[src/rtl/trojan0_cache_pkg.sv]
// rtl/trojan0_cache_pkg.sv - shared types and defaults for the trojan0 cache requester
package trojan0_cache_pkg;

    typedef enum logic [1:0] {
        IDLE  = 2'd0,
        ISSUE = 2'd1,
        HOLD  = 2'd2,
        WAIT  = 2'd3
    } req_state_t;

    localparam int DEF_DATA_WIDTH     = 16;
    localparam int DEF_TAG_WIDTH      = 4;
    localparam int DEF_TIMEOUT_CYCLES = 16;
    localparam int DEF_CNT_WIDTH      = 16;
    localparam int INDEX_WIDTH        = 6;
    // Cycles the cache needs cache_read/cache_write held (the ISSUE and HOLD states)
    localparam int REQ_HOLD_CYCLES    = 2;

endpackage

[src/rtl/trojan0_sat_counter.sv]
// rtl/trojan0_sat_counter.sv - saturating up-counter with clear priority over increment
module trojan0_sat_counter #(
    parameter int WIDTH = 16
) (
    input  logic             clk,
    input  logic             rst,
    input  logic             clr,
    input  logic             inc,
    output logic [WIDTH-1:0] count
);

    always_ff @(posedge clk) begin
        if (rst || clr) begin
            count <= '0;
        end else if (inc && (count != {WIDTH{1'b1}})) begin
            count <= count + 1'b1;
        end
    end

endmodule

[src/rtl/trojan0_cache_requester.sv]
// rtl/trojan0_cache_requester.sv - single-outstanding initiator for the trojan0 cache interface
// Issues one op with fixed two-cycle request timing, checks read data, keeps hit/miss/mismatch stats.
module trojan0_cache_requester
    import trojan0_cache_pkg::*;
#(
    parameter int DATA_WIDTH     = DEF_DATA_WIDTH,
    parameter int TAG_WIDTH      = DEF_TAG_WIDTH,
    parameter int TIMEOUT_CYCLES = DEF_TIMEOUT_CYCLES,
    parameter int CNT_WIDTH      = DEF_CNT_WIDTH
) (
    input  logic                   clk,
    input  logic                   rst,
    input  logic                   op_valid,
    output logic                   op_ready,
    input  logic                   op_write,
    input  logic [TAG_WIDTH-1:0]   op_tag,
    input  logic [INDEX_WIDTH-1:0] op_index,
    input  logic [DATA_WIDTH-1:0]  op_wdata,
    input  logic                   op_check,
    input  logic [DATA_WIDTH-1:0]  op_expect,
    output logic [TAG_WIDTH-1:0]   addr_tag,
    output logic [INDEX_WIDTH-1:0] addr_index,
    output logic [DATA_WIDTH-1:0]  write_data,
    output logic                   cache_read,
    output logic                   cache_write,
    input  logic [DATA_WIDTH-1:0]  read_data,
    input  logic                   cache_hit,
    input  logic                   cache_ready,
    output logic                   rsp_valid,
    output logic [DATA_WIDTH-1:0]  rsp_data,
    output logic                   rsp_hit,
    output logic                   rsp_mismatch,
    output logic                   rsp_timeout,
    input  logic                   clear_stats,
    output logic [CNT_WIDTH-1:0]   hit_count,
    output logic [CNT_WIDTH-1:0]   miss_count,
    output logic [CNT_WIDTH-1:0]   mismatch_count
);

    localparam int WCNT_W = $clog2(TIMEOUT_CYCLES + 1);
    localparam logic [WCNT_W-1:0] WCNT_LAST = WCNT_W'(TIMEOUT_CYCLES - 1);

    req_state_t             state;
    logic                   op_write_q;
    logic                   op_check_q;
    logic [DATA_WIDTH-1:0]  op_expect_q;
    logic [WCNT_W-1:0]      wait_cnt;

    logic wait_done;
    logic wait_expire;
    logic rd_mismatch;
    logic hit_inc;
    logic miss_inc;
    logic mismatch_inc;

    always_comb begin
        wait_done    = (state == WAIT) && cache_ready;
        wait_expire  = (state == WAIT) && !cache_ready && (wait_cnt == WCNT_LAST);
        rd_mismatch  = op_check_q && (!cache_hit || (read_data != op_expect_q));
        hit_inc      = !op_write_q && wait_done && cache_hit;
        miss_inc     = !op_write_q && ((wait_done && !cache_hit) || wait_expire);
        // A timed-out checked read has no data to compare, so it counts as a mismatch
        mismatch_inc = !op_write_q && ((wait_done && rd_mismatch) || (wait_expire && op_check_q));
    end

    always_ff @(posedge clk) begin
        if (rst) begin
            state        <= IDLE;
            op_ready     <= 1'b1;
            op_write_q   <= 1'b0;
            op_check_q   <= 1'b0;
            op_expect_q  <= '0;
            wait_cnt     <= '0;
            addr_tag     <= '0;
            addr_index   <= '0;
            write_data   <= '0;
            cache_read   <= 1'b0;
            cache_write  <= 1'b0;
            rsp_valid    <= 1'b0;
            rsp_data     <= '0;
            rsp_hit      <= 1'b0;
            rsp_mismatch <= 1'b0;
            rsp_timeout  <= 1'b0;
        end else begin
            rsp_valid <= 1'b0;
            case (state)
                IDLE: begin
                    if (op_valid && op_ready) begin
                        op_write_q  <= op_write;
                        op_check_q  <= op_check;
                        op_expect_q <= op_expect;
                        addr_tag    <= op_tag;
                        addr_index  <= op_index;
                        write_data  <= op_wdata;
                        cache_write <= op_write;
                        cache_read  <= !op_write;
                        op_ready    <= 1'b0;
                        state       <= ISSUE;
                    end
                end
                ISSUE: begin
                    state <= HOLD;
                end
                HOLD: begin
                    cache_read  <= 1'b0;
                    cache_write <= 1'b0;
                    wait_cnt    <= '0;
                    state       <= WAIT;
                end
                WAIT: begin
                    if (cache_ready) begin
                        rsp_valid    <= 1'b1;
                        rsp_data     <= op_write_q ? '0 : read_data;
                        rsp_hit      <= !op_write_q && cache_hit;
                        rsp_mismatch <= !op_write_q && rd_mismatch;
                        rsp_timeout  <= 1'b0;
                        op_ready     <= 1'b1;
                        state        <= IDLE;
                    end else if (wait_cnt == WCNT_LAST) begin
                        rsp_valid    <= 1'b1;
                        rsp_data     <= '0;
                        rsp_hit      <= 1'b0;
                        rsp_mismatch <= !op_write_q && op_check_q;
                        rsp_timeout  <= 1'b1;
                        op_ready     <= 1'b1;
                        state        <= IDLE;
                    end else begin
                        wait_cnt <= wait_cnt + 1'b1;
                    end
                end
                default: begin
                    state <= IDLE;
                end
            endcase
        end
    end

    trojan0_sat_counter #(.WIDTH(CNT_WIDTH)) u_hit_cnt (
        .clk   (clk),
        .rst   (rst),
        .clr   (clear_stats),
        .inc   (hit_inc),
        .count (hit_count)
    );

    trojan0_sat_counter #(.WIDTH(CNT_WIDTH)) u_miss_cnt (
        .clk   (clk),
        .rst   (rst),
        .clr   (clear_stats),
        .inc   (miss_inc),
        .count (miss_count)
    );

    trojan0_sat_counter #(.WIDTH(CNT_WIDTH)) u_mismatch_cnt (
        .clk   (clk),
        .rst   (rst),
        .clr   (clear_stats),
        .inc   (mismatch_inc),
        .count (mismatch_count)
    );

endmodule

[config.mk]
export PLATFORM = sky130hd
export DESIGN_NAME = trojan0_cache_requester
export DESIGN_NICKNAME = d
export VERILOG_FILES = /design/src/rtl/trojan0_cache_pkg.sv /design/src/rtl/trojan0_sat_counter.sv /design/src/rtl/trojan0_cache_requester.sv
export SDC_FILE = /design/constraint.sdc
export NUM_CORES = 1
export LEC_CHECK = 0
export CORE_MARGIN = 5
export CORE_UTILIZATION = 35
export CTS_BUF_LIST = sky130_fd_sc_hd__clkbuf_4
export CTS_CLUSTER_DIAMETER = 120
export DETAILED_ROUTE_END_ITERATION = 8
export DONT_BUFFER_PORTS = 1
export PLACE_DENSITY = 0.55
export SYNTH_ARGS = -nofsm -noshare
export SYNTH_HDL_FRONTEND = slang
export SYNTH_SLANG_ARGS = --single-unit
[constraint.sdc]
create_clock -name clk -period 1.91 [get_ports clk]
set_input_delay 0.382 -clock clk [delete_from_list [all_inputs] [get_ports clk]]
set_output_delay 0.382 -clock clk [all_outputs]
set_load 0.03 [all_outputs]
[Word level (Yosys, flattened, before mapping)]
Cells that the tools add are included.
Word-level totals
  flip-flop bits (word level): 122
  bits in latches: 0
  bits in writable memories: 0
  bits in read-only memories: 0
  input port bits: 66
  output and inout port bits: 97
  word-level logic and storage cells: 99
  memories kept: 0
Cells by class
  add/subtract/negate cells: 4
  multiply operators: 0
  divide/modulo/power cells: 0
  $lt $le $gt $ge: 0
  equal/unequal tests: 12
  shifts and indexed selects: 0
  mux-type cells: 25
  bitwise gates (word level): 1
  reductions and logical operators: 38
Operators by type and width (count)
  16-bit by 1-bit adder with 16-bit output (second input constant): 3
  16-bit 2-to-1 mux: 3
  16-bit != test (second input constant): 3
  1-bit logical AND: 18
  16-bit != test: 1
  1-bit 2-to-1 mux: 12
  5-bit 2-to-1 mux: 2
  5-bit one-hot mux with 2 select lines: 1
  2-bit one-hot mux with 4 select lines: 1
  2-bit AND reduction: 4
  2-bit nonzero test: 4
  2-bit 2-to-1 mux: 3
  2-bit != test (second input constant): 3
  1-bit one-hot mux with 2 select lines: 3
  3-bit AND reduction: 2
  5-bit by 1-bit adder with 5-bit output (second input constant): 1
  5-bit by 4-bit equality test with 1-bit output (second input constant): 1
  2-bit equality test (second input constant): 2
  1-bit logical NOT: 4
  1-bit logical OR: 4
  3-bit by 2-bit != test with 1-bit output (second input constant): 1
  2-bit by 1-bit equality test with 1-bit output (second input constant): 1
  2-bit logical NOT: 1
  2-bit OR reduction: 1
  1-bit NOT: 1

[Longest topological paths before layout]
Gate-level depths: netlist (run 1).
  word-level depth: 7
  depth in mapped cells: 9
  mapped depth without buffers: 9

[Modules after synthesis]
A second synthesis (run 1) with hierarchy kept.
Unflattened totals
  cells, all modules: 634
  area, all modules: 5585.4 µm²
Modules (own cells, without submodules)
  trojan0_cache_requester: times used 1, cells an instance 349, area an instance 3044.2 µm², sequential area each 1481.4 µm²
  trojan0_sat_counter: times used 3, cells an instance 95, area an instance 847.1 µm², sequential area each 320.3 µm²

[Worst setup path after synthesis (run 1)]
No wires, ideal clock.
  kind: register to register
  start point: reg wait_cnt[0]
  end point: reg rsp_hit
  library setup time: 70 ps
  arrival: 1971 ps
  data required time: 1840 ps
  path slack: -131 ps
  cell stages (with the launch flop): 10
  buffers on the path: 2
  clock period less this slack: 2041 ps
  path through: dfxtp_1 > ha_1 > and3_1 > ha_1 > or2_2 > nand2_1 > clkbuf_1 > buf_2 > nand2_1 > a21oi_1
Between the ends
  longest elaborated chain between the ends: 3
Ends and longest elaborated chain
  from (decl): line trojan0_cache_requester.sv:47  | logic [WCNT_W-1:0] wait_cnt;
  from (signal assigned): line trojan0_cache_requester.sv:128  | wait_cnt <= wait_cnt + 1'b1;
  5-bit by 4-bit equality test with 1-bit output: line trojan0_cache_requester.sv:119  | end else if (wait_cnt == WCNT_LAST) begin
  2-bit nonzero test (no source line)
  2-bit AND reduction (no source line)
  to (signal assigned): line trojan0_cache_requester.sv:114  | rsp_hit <= !op_write_q && cache_hit;
  to (decl): line trojan0_cache_requester.sv:31  | output logic rsp_hit,
Every way passes these cells.
A chain may end at the register's enable or synchronous reset.

[Worst setup path after layout (run 1)]
  start point: reg wait_cnt[1]
  end point: reg u_mismatch_cnt.count[2]
Between the ends
  longest elaborated chain between the ends: 6
Ends and longest elaborated chain
  5-bit by 4-bit equality test with 1-bit output: line trojan0_cache_requester.sv:58  | wait_expire = (state == WAIT) && !cache_ready && (wait_cnt == WCNT_LAST);
  1-bit logical AND: line trojan0_cache_requester.sv:58
  1-bit logical AND: line trojan0_cache_requester.sv:63  | mismatch_inc = !op_write_q && ((wait_done && rd_mismatch) || (wait_expire && op_check_q));
  1-bit logical OR: line trojan0_cache_requester.sv:63
  1-bit logical AND: line trojan0_cache_requester.sv:63
  1-bit logical AND: line trojan0_sat_counter.sv:15  | end else if (inc && (count != {WIDTH{1'b1}})) begin
  to (signal assigned): line trojan0_sat_counter.sv:16  | count <= count + 1'b1;
  to (decl): line trojan0_sat_counter.sv:9  | output logic [WIDTH-1:0] count
Every way passes these cells.

==> results of run 1 <==
-- sequential cells by signal, summed over array words and instances (netlist names) --
register / flops
addr_index: 6
addr_tag: 4
cache_read: 1
cache_write: 1
op_check_q: 1
op_expect_q: 16
op_ready: 1
op_write_q: 1
rsp_data: 16
rsp_hit: 1
rsp_mismatch: 1
rsp_timeout: 1
rsp_valid: 1
state: 2
u_hit_cnt.count: 16
u_mismatch_cnt.count: 16
u_miss_cnt.count: 16
wait_cnt: 5
write_data: 16
-- Yosys cell counts, types with 2 or more instances --
library cell	number
dfxtp_1	122
nand2_1	118
a21oi_1	63
nor2_1	58
xor2_1	33
clkbuf_1	24
nand4_1	23
nand3_1	20
a22oi_1	17
nor3_1	12
or3_1	11
xnor2_1	11
and3_1	9
ha_1	9
inv_1	8
o21ai_1	8
a21oi_2	7
or4_1	6
o21ai_0	5
o31ai_1	5
and2_1	3
and4_1	3
nand2b_1	3
nor4_1	3
nor4_2	3
a211oi_1	2
a31oi_1	2
buf_2	2
buf_4	2
or2_2	2
-- worst min-delay path by stage --
| stage | slack (ns) | startpoint | end |
|---|---|---|---|
| 2_1_floorplan | 0.44 | op_write_q$_SDFFE_PP0P_ | op_write_q$_SDFFE_PP0P_ |
| 3_3_place_gp | 0.45 | op_expect_q[1]$_SDFFE_PP0P_ | op_expect_q[1]$_SDFFE_PP0P_ |
| 3_5_place_dp | 0.45 | op_expect_q[2]$_SDFFE_PP0P_ | op_expect_q[2]$_SDFFE_PP0P_ |
| 4_1_cts | -0.11 | cache_ready | rsp_timeout$_SDFFE_PP0P_ |
| 5_1_grt | 0.01 | op_valid | op_ready$_SDFFE_PP1P_ |
| 6_report | 0.09 | op_valid | op_ready$_SDFFE_PP1P_ |
-- final cells by class --
cell class,count,area [um^2],share of cell area
clock buffers,18,135,0.0187
clock inverters,14,179,0.0247
inverters,8,30.0,0.00415
multi-input cells,457,2800,0.387
flip-flops and latches,122,2460,0.340
well taps,184,230,0.0318
repair buffers,155,1400,0.194
-- cells by family after synthesis --
group | after synthesis
AO/OA/AOI/OAI | 117
XOR/XNOR | 44
adder cells (fa/ha/maj) | 9
buffers and inverters | 39
flip-flops | 122
multiplexers | 1
AND/OR/NAND/NOR | 285
-- where the power goes --
part           total, mW  switching (mW)  internal, mW
Combinational       1.34           0.775         0.570
Sequential          3.23           0.446          2.78
Clock               2.01           0.973          1.04
Total               6.58            2.19          4.39
-- worst min-delay path: cells and delay by family --
| family | cells | cell delay, ns |
|---|---|---|
| AOI/OAI and AO/OA | 1 | 0.08 |
| and+or+nand+nor | 2 | 0.10 |
-- per-layer routing --
metal / track usage / wire length, um / vias to the layer above / share of wire
li1: - / - / 2431 / -
met1: 0.212 / 6570 / 2320 / 0.42
met2: 0.283 / 7420 / 166 / 0.47
met3: 0.0740 / 1440 / 19 / 0.091
met4: 0.0543 / 257 / 0 / 0.016
met5: 0 / 0 / - / 0
-- stage by stage --
step                utilization  instances
CTS                       0.483        949
global placement          0.410        850
finish                    0.496        958
detailed placement        0.410        850
floorplan                     -        617
global route              0.496        958
-- repair_timing --
item | CTS | global route
resized for setup | 17 | 24
endpoints found under the setup margin | 43 | 54
pin swaps | 22 | 26
cloned | 0 | 1
setup buffers | 6 | 7
hold buffers | 61 | 1
endpoints found under the hold margin | 74 | 1
==> flow_summary.json, run 1 <==
{
  "cts_buffers": 17,
  "synthXorXnorAreaFrac": 0.0739,
  "via_per_inst": 5.15,
  "hp-class": "input pin to register",
  "ff2ff_path_depth": 8,
  "first_pass_iters": 5,
  "grt_pass1_vias": 4911,
  "critPathMaxFanout": 7,
  "fin_nets": 836,
  "finalSetupTns_ns": -0.293,
  "crit_arrival_ns": 2.42,
  "drt_iter0_markers": 218,
  "crit_buf_inv": 0,
  "synthMuxAreaShare": 0.00192,
  "ys_warn_count": 0,
  "end_kind": "register",
  "clock-root-buffer": "clkbuf_4",
  "path_depth": 8,
  "place_ws_ns": -0.201,
  "skew_ns": 0.0222,
  "final_common_cell": "nand2_1",
  "cp-endpoint": "u_mismatch_cnt.count[2]$_SDFFE_PP0P_",
  "hold_depth": 3,
  "fin_crit_ns": 1.99,
  "rows": 44,
  "die_h_um": 132,
  "crit_family": "simple AND/OR/NAND/NOR gates",
  "synth_top_family_by_area": "simple AND/OR/NAND/NOR gates",
  "avgSynthCellArea_um2": 8.46,
  "critPathKind": "register to register",
  "cp_slowest_cell": "or4_1",
  "cts_max_level": 4,
  "synth_edf_count": 0,
  "synth_adder_area_share": 0.0216,
  "rsz0062_at_grt": "true",
  "most-common-layout-cells": "117 x nand2_1, 111 x dfxtp_1, 87 x buf_4, 61 x dlygate4sd3_1, 60 x a21oi_1",
  "reg2reg_from": "wait_cnt[1]$_SDFFE_PP0P_",
  "clock_path_buffers": 2,
  "layout-drive-gt1-share": 0.235,
  "area_growth_pct": 38.7,
  "antenna_found_initial": 0,
  "drtAntennaViolNets": 0,
  "syn_nets": 692,
  "yosysSeqAreaShare": 0.468,
  "dieArea_mm2": 0.0174,
  "synthCells": 617,
  "slew_viol_final": 0,
  "crit_chain": "ha_4, and3_4, ha_4, or2_4, and3_4, nand2_8, or4_1, a21oi_1",
  "crit_path_max_incr_delay_ns": 0.47,
  "grt-ovfl-total": 0,
  "grt_pass1_wl_mm": 25.0,
  "period_share": 1.04,
  "cts.sinks": 122,
  "start_kind": "register",
  "synth_top_area_cell": "dfxtp_1",
  "n_antenna_cell": 0,
  "p_leak_nw": 2.68,
  "peakVddDrop_mv": 0.561,
  "crit_required_ns": 2.34,
  "vias": 4936,
  "synthFlopType": "dfxtp_1",
  "port_buffers": 0,
  "ys_async_sr_fraction": 0,
  "synth.top_cell.area_share": 0.468,
  "syn_area_mm2": 0.00522,
  "violations": "setup timing",
  "worst_pin_slew_ns": 0.535,
  "fin_ws_ns": -0.0773,
  "placed_area_mm2": 0.00598,
  "dp_hpwl_mm": 10.6,
  "r2r_setup_slack_ns": -0.08,
  "synth_cell_types": 53,
  "initial_core_util": 0.358,
  "timing.final.hold_violations": 0,
  "design.core.area_mm2": 0.0146,
  "finalSetupViolCount": 9,
  "final_cell_area_mm2": 0.00724,
  "clock_latency_ns": 0.52,
  "whs_ns": 0.0854,
  "cts.reportedPaths.clkPinSlew_ns": 0.10,
  "grt_util_all_layers": 0.175,
  "route.detailed.drc": 0,
  "wire_per_inst_um": 16.4,
  "cts_tree": "built",
  "status": "finished, violations left",
  "startpoint": "wait_cnt[1]$_SDFFE_PP0P_",
  "maxSlewHeadroom": 0.644,
  "fill_cells": 1381,
  "synth_compound_area_frac": 0.140,
  "wl_mm": 15.7,
  "ys_seq_elements": 122,
  "maxCapViolations": 0,
  "ios": 163,
  "rr_endpoint": "u_mismatch_cnt.count[2]$_SDFFE_PP0P_",
  "powerDensity_mw_per_mm2": 910,
  "synth-simple-area-share": 0.263,
  "synth_area_leaders": "dfxtp_1 47%, nand2_1 8.5%, a21oi_1 6.0%",
  "timing.fmax_ghz": 0.503,
  "total_power_mw": 6.58,
  "die_w_um": 132,
  "globalplace.congestion": 0.842,
  "grt_max_degree": 75
}
No activity file was read; power rests on OpenSTA's default activity.
==> inputs of run 2 (changes only) <==
- CTS_CLUSTER_DIAMETER: 120 -> 60
- SKIP_CTS_REPAIR_TIMING: default -> 1
==> run 2 against run 1 <==
Against the previous run: the run ends with hold timing, setup timing left; die area unchanged; wire length decreased by 2.4%; via count is 0.79% lower; sequential cell count is the same; register-to-register slack got worse by 0.05 ns; power is 0.35% lower; core utilization down 0.87 points; fmax shrank 2.6%; design area shrank 1.8%; first-iteration DRC count rose by 4.1%; setup slack got worse by 0.054 ns; largest cell class unchanged.
==> flow_summary.json, run 2 (synthesis gave the netlist of run 1 again) <==
{
  "via_per_inst": 5.15,
  "wire_per_inst_um": 16.1,
  "regArea_mm2": 0.00246,
  "grtUsageMet2": 0.251,
  "grt_use_met3": 0.0855,
  "drt_iter0_markers": 227,
  "area_growth_pct": 36.2,
  "cts_tree": "built",
  "cts_max_level": 4,
  "busiest_layer": "met2",
  "grt_util_all_layers": 0.163,
  "status": "finished, violations left",
  "first_pass_iters": 5,
  "worst_pin_slew_ns": 0.529,
  "cts.reportedPaths.clkPinSlew_ns": 0.11,
  "hp-class": "input pin to register",
  "powerDensity_mw_per_mm2": 923,
  "ios": 163,
  "vias": 4897,
  "use_met1": 0.196,
  "fin_ws_ns": -0.131,
  "grt_pass1_wl_mm": 23.0,
  "rows": 44,
  "critPathMaxFanout": 9,
  "peakVddDrop_mv": 0.550,
  "drtAntennaViolNets": 0,
  "placed_area_mm2": 0.00598,
  "initial_core_util": 0.358,
  "fill_cells": 1393,
  "antenna_found_initial": 0,
  "maxSlewHeadroom": 0.647,
  "crit_buf_inv": 0,
  "crit_chain": "ha_4, and3_4, ha_4, or2_2, and3_4, nand2_8, or4_1, a21oi_1",
  "multiInputGateArea_mm2": 0.00276,
  "die_w_um": 132,
  "finalSetupViolCount": 16,
  "design.core.area_mm2": 0.0146,
  "timing.fmax_ghz": 0.490,
  "grt_pass1_vias": 4517,
  "layout-drive-gt1-share": 0.222,
  "final_cell_area_mm2": 0.00711,
  "grt-ovfl-total": 0,
  "wl_mm": 15.3,
  "port_buffers": 0,
  "clock-root-buffer": "clkbuf_4",
  "p_leak_nw": 2.63,
  "clock_latency_ns": 0.52,
  "maxCapViolations": 0,
  "crit_family": "simple AND/OR/NAND/NOR gates",
  "dieArea_mm2": 0.0174,
  "cp_slowest_cell": "or4_1",
  "final_common_cell": "nand2_1",
  "violations": "hold timing, setup timing",
  "rsz0062_at_grt": "true",
  "timing.final.hold_violations": 1,
  "globalplace.congestion": 0.842,
  "crit_arrival_ns": 2.48,
  "cts_buffers": 17,
  "critPathKind": "register to register",
  "n_antenna_cell": 0,
  "start_kind": "register",
  "most-common-layout-cells": "117 x nand2_1, 111 x dfxtp_1, 83 x buf_4, 61 x a21oi_1, 59 x dlygate4sd3_1",
  "crit_path_max_incr_delay_ns": 0.50,
  "period_share": 1.07,
  "fin_nets": 828,
  "end_kind": "register",
  "route.detailed.drc": 0,
  "grt_max_degree": 77,
  "cts.sinks": 122,
  "fin_crit_ns": 2.04,
  "dp_hpwl_mm": 10.6,
  "whs_ns": -0.0411,
  "die_h_um": 132,
  "skew_ns": 0.0211,
  "slew_viol_final": 0,
  "crit_required_ns": 2.35,
  "clock_path_buffers": 2
}
run 2: worst paths after layout:
| check | from | end | slack [ns] | depth (start not counted) |
|---|---|---|---|---|
| worst max-delay path | wait_cnt[1]$_SDFFE_PP0P_ | u_mismatch_cnt.count[3]$_SDFFE_PP0P_ | -0.13 | 8 |
| worst min-delay path | cache_ready | rsp_timeout$_SDFFE_PP0P_ | -0.04 | 1 |
| worst max register to register | wait_cnt[1]$_SDFFE_PP0P_ | u_mismatch_cnt.count[3]$_SDFFE_PP0P_ | -0.13 | 8 |
| worst min register to register | op_expect_q[0]$_SDFFE_PP0P_ | op_expect_q[0]$_SDFFE_PP0P_ | 0.48 | 2 |
run 2: metrics by stage:
stage | cells | total power [mW] | util | worst slack (ns) | setup TNS [ns]
after floorplan | 617 | 4.02 | - | -0.0152 | -0.0955
after global placement | 850 | 4.36 | 0.410 | -0.107 | -1.79
after detailed placement | 850 | 4.41 | 0.410 | -0.201 | -3.84
after CTS | 882 | 6.46 | 0.431 | -0.233 | -5.23
after global routing | 950 | 6.96 | 0.487 | -0.258 | -3.70
final | 950 | 6.56 | 0.487 | -0.131 | -1.15
run 2: final cells by class:
cell class | count | area share
clock buffer | 18 | 0.0190
multi-input combinational | 457 | 0.388
sequential | 122 | 0.346
inverter | 8 | 0.00422
tap | 184 | 0.0324
timing repair buffer | 147 | 0.186
clock inverter | 14 | 0.0252
run 2: power breakdown:
| group | switching [mW] | internal (mW) | total [mW] |
|---|---|---|---|
| logic | 0.764 | 0.553 | 1.32 |
| clock network | 0.978 | 1.04 | 2.02 |
| registers | 0.443 | 2.79 | 3.23 |
run 2: metal layers:
layer | up-vias | wire, um
li1 | 2419 | -
met3 | 21 | 1450
met1 | 2276 | 6480
met2 | 181 | 7190
met5 | - | 0
met4 | 0 | 202
==> inputs of run 3 (changes only) <==
- GPL_ROUTABILITY_DRIVEN: default -> 0
- RECOVER_POWER: default -> 25
==> results of run 3 <==
No change in the layout: final DEF, timing and power equal those of run 2.
==> RTL change 1, RTL diff (config.mk and constraints of run 1) <==
Put one more register stage on the output `rsp_timeout`, cleared by the reset. The value now appears one clock later. The other outputs are not delayed to match.
--- a/src/rtl/trojan0_cache_requester.sv
+++ b/src/rtl/trojan0_cache_requester.sv
@@ -40,6 +40,8 @@
     localparam int WCNT_W = $clog2(TIMEOUT_CYCLES + 1);
     localparam logic [WCNT_W-1:0] WCNT_LAST = WCNT_W'(TIMEOUT_CYCLES - 1);
 
+    logic rsp_timeout_s0;
+
     req_state_t             state;
     logic                   op_write_q;
     logic                   op_check_q;
@@ -80,7 +82,7 @@
             rsp_data     <= '0;
             rsp_hit      <= 1'b0;
             rsp_mismatch <= 1'b0;
-            rsp_timeout  <= 1'b0;
+            rsp_timeout_s0 <= 1'b0;
         end else begin
             rsp_valid <= 1'b0;
             case (state)
@@ -113,7 +115,7 @@
                         rsp_data     <= op_write_q ? '0 : read_data;
                         rsp_hit      <= !op_write_q && cache_hit;
                         rsp_mismatch <= !op_write_q && rd_mismatch;
-                        rsp_timeout  <= 1'b0;
+                        rsp_timeout_s0 <= 1'b0;
                         op_ready     <= 1'b1;
                         state        <= IDLE;
                     end else if (wait_cnt == WCNT_LAST) begin
@@ -121,7 +123,7 @@
                         rsp_data     <= '0;
                         rsp_hit      <= 1'b0;
                         rsp_mismatch <= !op_write_q && op_check_q;
-                        rsp_timeout  <= 1'b1;
+                        rsp_timeout_s0 <= 1'b1;
                         op_ready     <= 1'b1;
                         state        <= IDLE;
                     end else begin
@@ -159,5 +161,13 @@
         .count (mismatch_count)
     );
 
+    always_ff @(posedge clk) begin
+        if (rst) begin
+            rsp_timeout <= '0;
+        end else begin
+            rsp_timeout <= rsp_timeout_s0;
+        end
+    end
+
 endmodule
 
Check against the original RTL: same outputs for any inputs over 4 cycles, from zero or initial values and one cycle with rst high; that may be too few to reach the edited logic, so the function may still have changed.
==> RTL change 1 against run 1 <==
- the run still ends with negative setup slack left
- final area grew 2.1%
- power is 3.0% higher
- setup slack worse by 0.33 ns
- combinational power up 7%
- wire length grew 2.1%
- synthesized area grew 0.12%
- non-clock buffer count rose by 12
- sequential cell count up 1
- worst hold slack got worse by 0.029 ns
- critical endpoint is now u_mismatch_cnt.count[9]
- largest power group unchanged
- highest routed layer unchanged
==> RTL change 1: results (changes against run 1) <==
Result of the run: finished, violations left (unchanged). Violated checks: negative setup slack (unchanged). The sequential-to-total area share from yosys stat was 47.14% (was 46.81%). The total track usage is 18.03% (was 17.54%).

The detailed-routing iteration count for the pre-antenna-repair pass is 4 (was 5). The cell with the biggest individual delay on the critical path is sky130_fd_sc_hd__or4_4 (was sky130_fd_sc_hd__or4_1). The quantity of gates resized following cts is 26 (was 17). The antenna diode count was 1 (was 0). The capture point of the worst reg-to-reg path is u_mismatch_cnt.count[9] (was u_mismatch_cnt.count[2]). The setup skew after layout came out at 0.01518 ns (was 0.02220 ns). The number of library cell types mapped by synthesis came out at 46 (was 53). The sum of met2 wire segment lengths after detailed routing came out at 7449 um (was 7421 um). The clock latency on the worst-skew pair came to 0.54 ns (was 0.52 ns). The total via count in the routed design came out at 5,053 (was 4,936).

The DRC violation total after the first TritonRoute iteration is 267 (was 218). The area share of fa/ha/maj cells after synthesis came out at 2.156% (was 2.158%). The met1 routed wirelength after detailed routing came out at 6920 um (was 6571 um).

The number of cells after detailed placement came to 868 (was 850). The setup fix buffers added after clock tree synthesis was 9 (was 6). The arrival time reported for the critical path endpoint came out at 2.79 ns (was 2.42 ns). The maximum number of pins on one net before global-route repair was 77 (was 75). The sequential power share came out at 47.9% (was 49.1%). The HPWL after detailed placement came out at 10,830 um (was 10,570 um).

The share of final layout cell area taken by clock buffers and inverters came out at 4.503% (was 4.340%). The final number of setup-violating endpoints is 30 (was 9). The number of filler instances in the final layout came out at 1,309 (was 1,381).

The setup slack of the critical path after layout is -0.4055 ns (was -0.07731 ns). The post-synthesis compound-gate area fraction is 13.80% (was 13.96%). The multi-input gate share of the layout cell area is 38.56% (was 38.70%). Largest cells by area after synthesis: sky130_fd_sc_hd__dfxtp_1 47%, sky130_fd_sc_hd__nand2_1 8.5%, sky130_fd_sc_hd__a21oi_1 6.6% (was sky130_fd_sc_hd__dfxtp_1 47%, sky130_fd_sc_hd__nand2_1 8.5%, sky130_fd_sc_hd__a21oi_1 6.0%). The delay contributed by the slowest stage of the critical path is 0.52 ns (was 0.47 ns). The start point of the worst min-delay path is clear_stats (was op_valid).

The total number of multi-input combinational cells is 464 (was 457). The total of hold buffers inserted after clock tree synthesis is 65 (was 61). The routed length on met3 is 1321 um (was 1435 um). The area occupied by registers came out at 2469 um2 (was 2459 um2).

The number of cells produced by synthesis came out at 625 (was 617). The number of non-clock inverters in the layout came out at 7 (was 8).
RTL change 1: changes by cell type in the layout (fill, tap and decap cells not counted), sizes merged, moves of 3 or more:
cell,run 1,this run
and2,3,6
buf,94,102
dlygate4sd3,61,64
nand4,23,17
nor2,59,63
nor3,12,6
RTL change 1: per-layer routing:
metal,up-vias,GRT usage [%]
li1,2486,-
met1,2362,22.09
met2,178,29.23
met3,27,6.450
met4,0,6.561
met5,-,0
RTL change 1: logic make-up after synthesis:
logic type / count (synthesis)
adder cells (fa/ha/maj): 9
multiplexers: 3
XOR/XNOR: 44
AND/OR/NAND/NOR: 287
AO/OA/AOI/OAI: 121
buffers and inverters: 38
flip-flops: 123
RTL change 1: stage by stage:
stage | hold WS (ns) | instance area [um2] | worst slack, ns
after global placement | 0.4487 | 6063 | -0.3540
after CTS | 0.008579 | 7266 | -0.4117
after floorplan | 0.4389 | 5264 | -0.3071
after global routing | 0.06312 | 7391 | -0.4751
final | 0.05681 | 7391 | -0.4055
after detailed placement | 0.4520 | 6063 | -0.4071
==> RTL change 2, RTL diff (flow settings as in run 1) <==
Without the edit above. `DEF_TAG_WIDTH`: 4 -> 3.
--- a/src/rtl/trojan0_cache_pkg.sv
+++ b/src/rtl/trojan0_cache_pkg.sv
@@ -9,7 +9,7 @@
     } req_state_t;
 
     localparam int DEF_DATA_WIDTH     = 16;
-    localparam int DEF_TAG_WIDTH      = 4;
+    localparam int DEF_TAG_WIDTH      = 3;
     localparam int DEF_TIMEOUT_CYCLES = 16;
     localparam int DEF_CNT_WIDTH      = 16;
     localparam int INDEX_WIDTH        = 6;
Interface: changed (resized addr_tag and op_tag); port bits go from 163 to 161. The function was not compared with the original's and may differ.
==> RTL change 2 against run 1 <==
- the run still ends with negative setup slack left
- sequential share of layout area is 0.13 points higher
- cell count increased by 0.94%
- synthesized cell count up 1.6%
- via count is 2.8% higher
- sequential cell count fell by 1
- power fell by 3.7%
- synthesized area shrank 0.34%
- clock power is 8% lower
- non-clock buffer count grew 1
- wire length grew 2.3%
- final area is 1.5% lower
- setup slack worse by 0.043 ns
- utilization is 0.54 points lower
==> RTL change 2: results (changes against run 1) <==
The initial antenna violation count is 1 (was 0). The sum of met2 wire segment lengths after detailed routing came out at 7966 um (was 7421 um). The DRC violation total after the first TritonRoute iteration came out at 263 (was 218). The number of library cell types mapped by synthesis came out at 51 (was 53). The sequential-to-total area share from yosys stat came to 46.58% (was 46.81%). The final net count is 845 (was 836). The routed length on met3 came out at 1195 um (was 1435 um). List of most frequent post-synthesis cells: 121 x sky130_fd_sc_hd__dfxtp_1, 113 x sky130_fd_sc_hd__nand2_1, 67 x sky130_fd_sc_hd__a21oi_1 (was 122 x sky130_fd_sc_hd__dfxtp_1, 118 x sky130_fd_sc_hd__nand2_1, 63 x sky130_fd_sc_hd__a21oi_1). The wire length of the first global-routing pass is 25,700 um (was 24,960 um). The total via count in the routed design is 5,074 (was 4,936).

The average cell area after synthesis is 8.293 um2 (was 8.456 um2). The standby leakage power came to 2.744 nW (was 2.682 nW). The met1 routed wirelength after detailed routing is 6549 um (was 6571 um).

The global placement routability congestion is 0.7954 (was 0.8422). The final number of setup-violating endpoints came out at 15 (was 9). The setup skew after layout is 0.01583 ns (was 0.02220 ns). Result of the run: finished, violations left (unchanged). Violated checks: negative setup slack (unchanged). The maximum number of pins on one net before global-route repair came out at 74 (was 75). The setup slack of the critical path after layout is -0.1207 ns (was -0.07731 ns).

The total track usage came out at 17.92% (was 17.54%). The detailed-route wire length per cell came to 16.59 um (was 16.37 um). The fraction of final layout cells with drive strength greater than 1 came out at 21.23% (was 23.51%). Largest cells by area after synthesis: sky130_fd_sc_hd__dfxtp_1 47%, sky130_fd_sc_hd__nand2_1 8.2%, sky130_fd_sc_hd__a21oi_1 6.4% (was sky130_fd_sc_hd__dfxtp_1 47%, sky130_fd_sc_hd__nand2_1 8.5%, sky130_fd_sc_hd__a21oi_1 6.0%). The maximum VDD drop is 0.0005727 V (was 0.0005608 V).

The maximum fanout along the worst path was 3 (was 7).
-- RTL change 2: power breakdown --
group | switching, mW | internal, mW
logic | 0.760 | 0.543
registers | 0.438 | 2.76
clock network | 0.935 | 0.902
-- RTL change 2: area by class of cell --
type	instances	area, um2	area share (%)
Antenna cell	1	2.502	0.03509
Clock buffer	19	142.6	2.000
Clock inverter	11	131.4	1.842
Inverter	9	33.78	0.4738
Multi-Input combinational cell	466	2791	39.15
Sequential cell	121	2432	34.11
Tap cell	184	230.2	3.229
Timing Repair Buffer	156	1366	19.16
-- RTL change 2: timing repair --
action                     CTS  global route
hold endpoints to repair    74             0
gates resized for setup     15            15
hold buffers                63             0
setup endpoints to repair   23            43
buffers inserted             6             4
cloned                       1             0
pin swaps                   16            11
-- RTL change 2: per-layer routing --
layer | GRT usage (%) | vias to the layer above
li1 | - | 2471
met1 | 20.00 | 2426
met2 | 30.91 | 152
met3 | 6.603 | 25
met4 | 7.086 | 0
met5 | 0 | -
-- RTL change 2: final timing paths --
| path | depth (start not counted) | slack (ns) | start | to |
|---|---|---|---|---|
| max reg2reg | 10 | -0.12 | wait_cnt[0] | u_miss_cnt.count[4] |
| min | 3 | 0.07 | op_valid | op_ready |
| min reg2reg | 2 | 0.47 | op_expect_q[11] | op_expect_q[11] |
| max | 10 | -0.12 | wait_cnt[0] | u_miss_cnt.count[4] |
-- RTL change 2: kinds of logic after synthesis --
logic type,after synthesis,synth area share [%]
simple gates,292,27.05
compound gates,124,14.29
flops,121,46.58
buf+inv,40,2.959
xor+xnor,39,6.569
fa+ha+maj,9,2.166
mux,2,0.3850
-- RTL change 2: stage by stage --
| step | hold slack (ns) | power, mW | util (%) | instance area [um2] | worst slack (ns) |
|---|---|---|---|---|---|
| final | 0.07295 | 6.338 | 49.06 | 7131 | -0.1207 |
| after global routing | 0.04883 | 6.671 | 49.06 | 7131 | -0.2219 |
| after CTS | 0.01554 | 6.368 | 48.43 | 7039 | -0.09056 |
| after detailed placement | 0.4559 | 4.374 | 41.37 | 6013 | -0.2025 |
| after global placement | 0.4547 | 4.320 | 41.37 | 6013 | -0.1215 |
| after floorplan | 0.4365 | 4.010 | - | 5255 | -0.1085 |
-- RTL change 2: worst max-delay path: stages (launching register included) --
cell and delay (ns):
sky130_fd_sc_hd__dfxtp_2 0.35, sky130_fd_sc_hd__ha_4 0.16, sky130_fd_sc_hd__and3_4 0.18, sky130_fd_sc_hd__ha_4 0.16, sky130_fd_sc_hd__or2_2 0.34, sky130_fd_sc_hd__nand4_1 0.18, sky130_fd_sc_hd__buf_4 0.14, sky130_fd_sc_hd__a21oi_2 0.04
sky130_fd_sc_hd__and3_4 0.20, sky130_fd_sc_hd__xnor2_1 0.13, sky130_fd_sc_hd__nor2_1 0.05
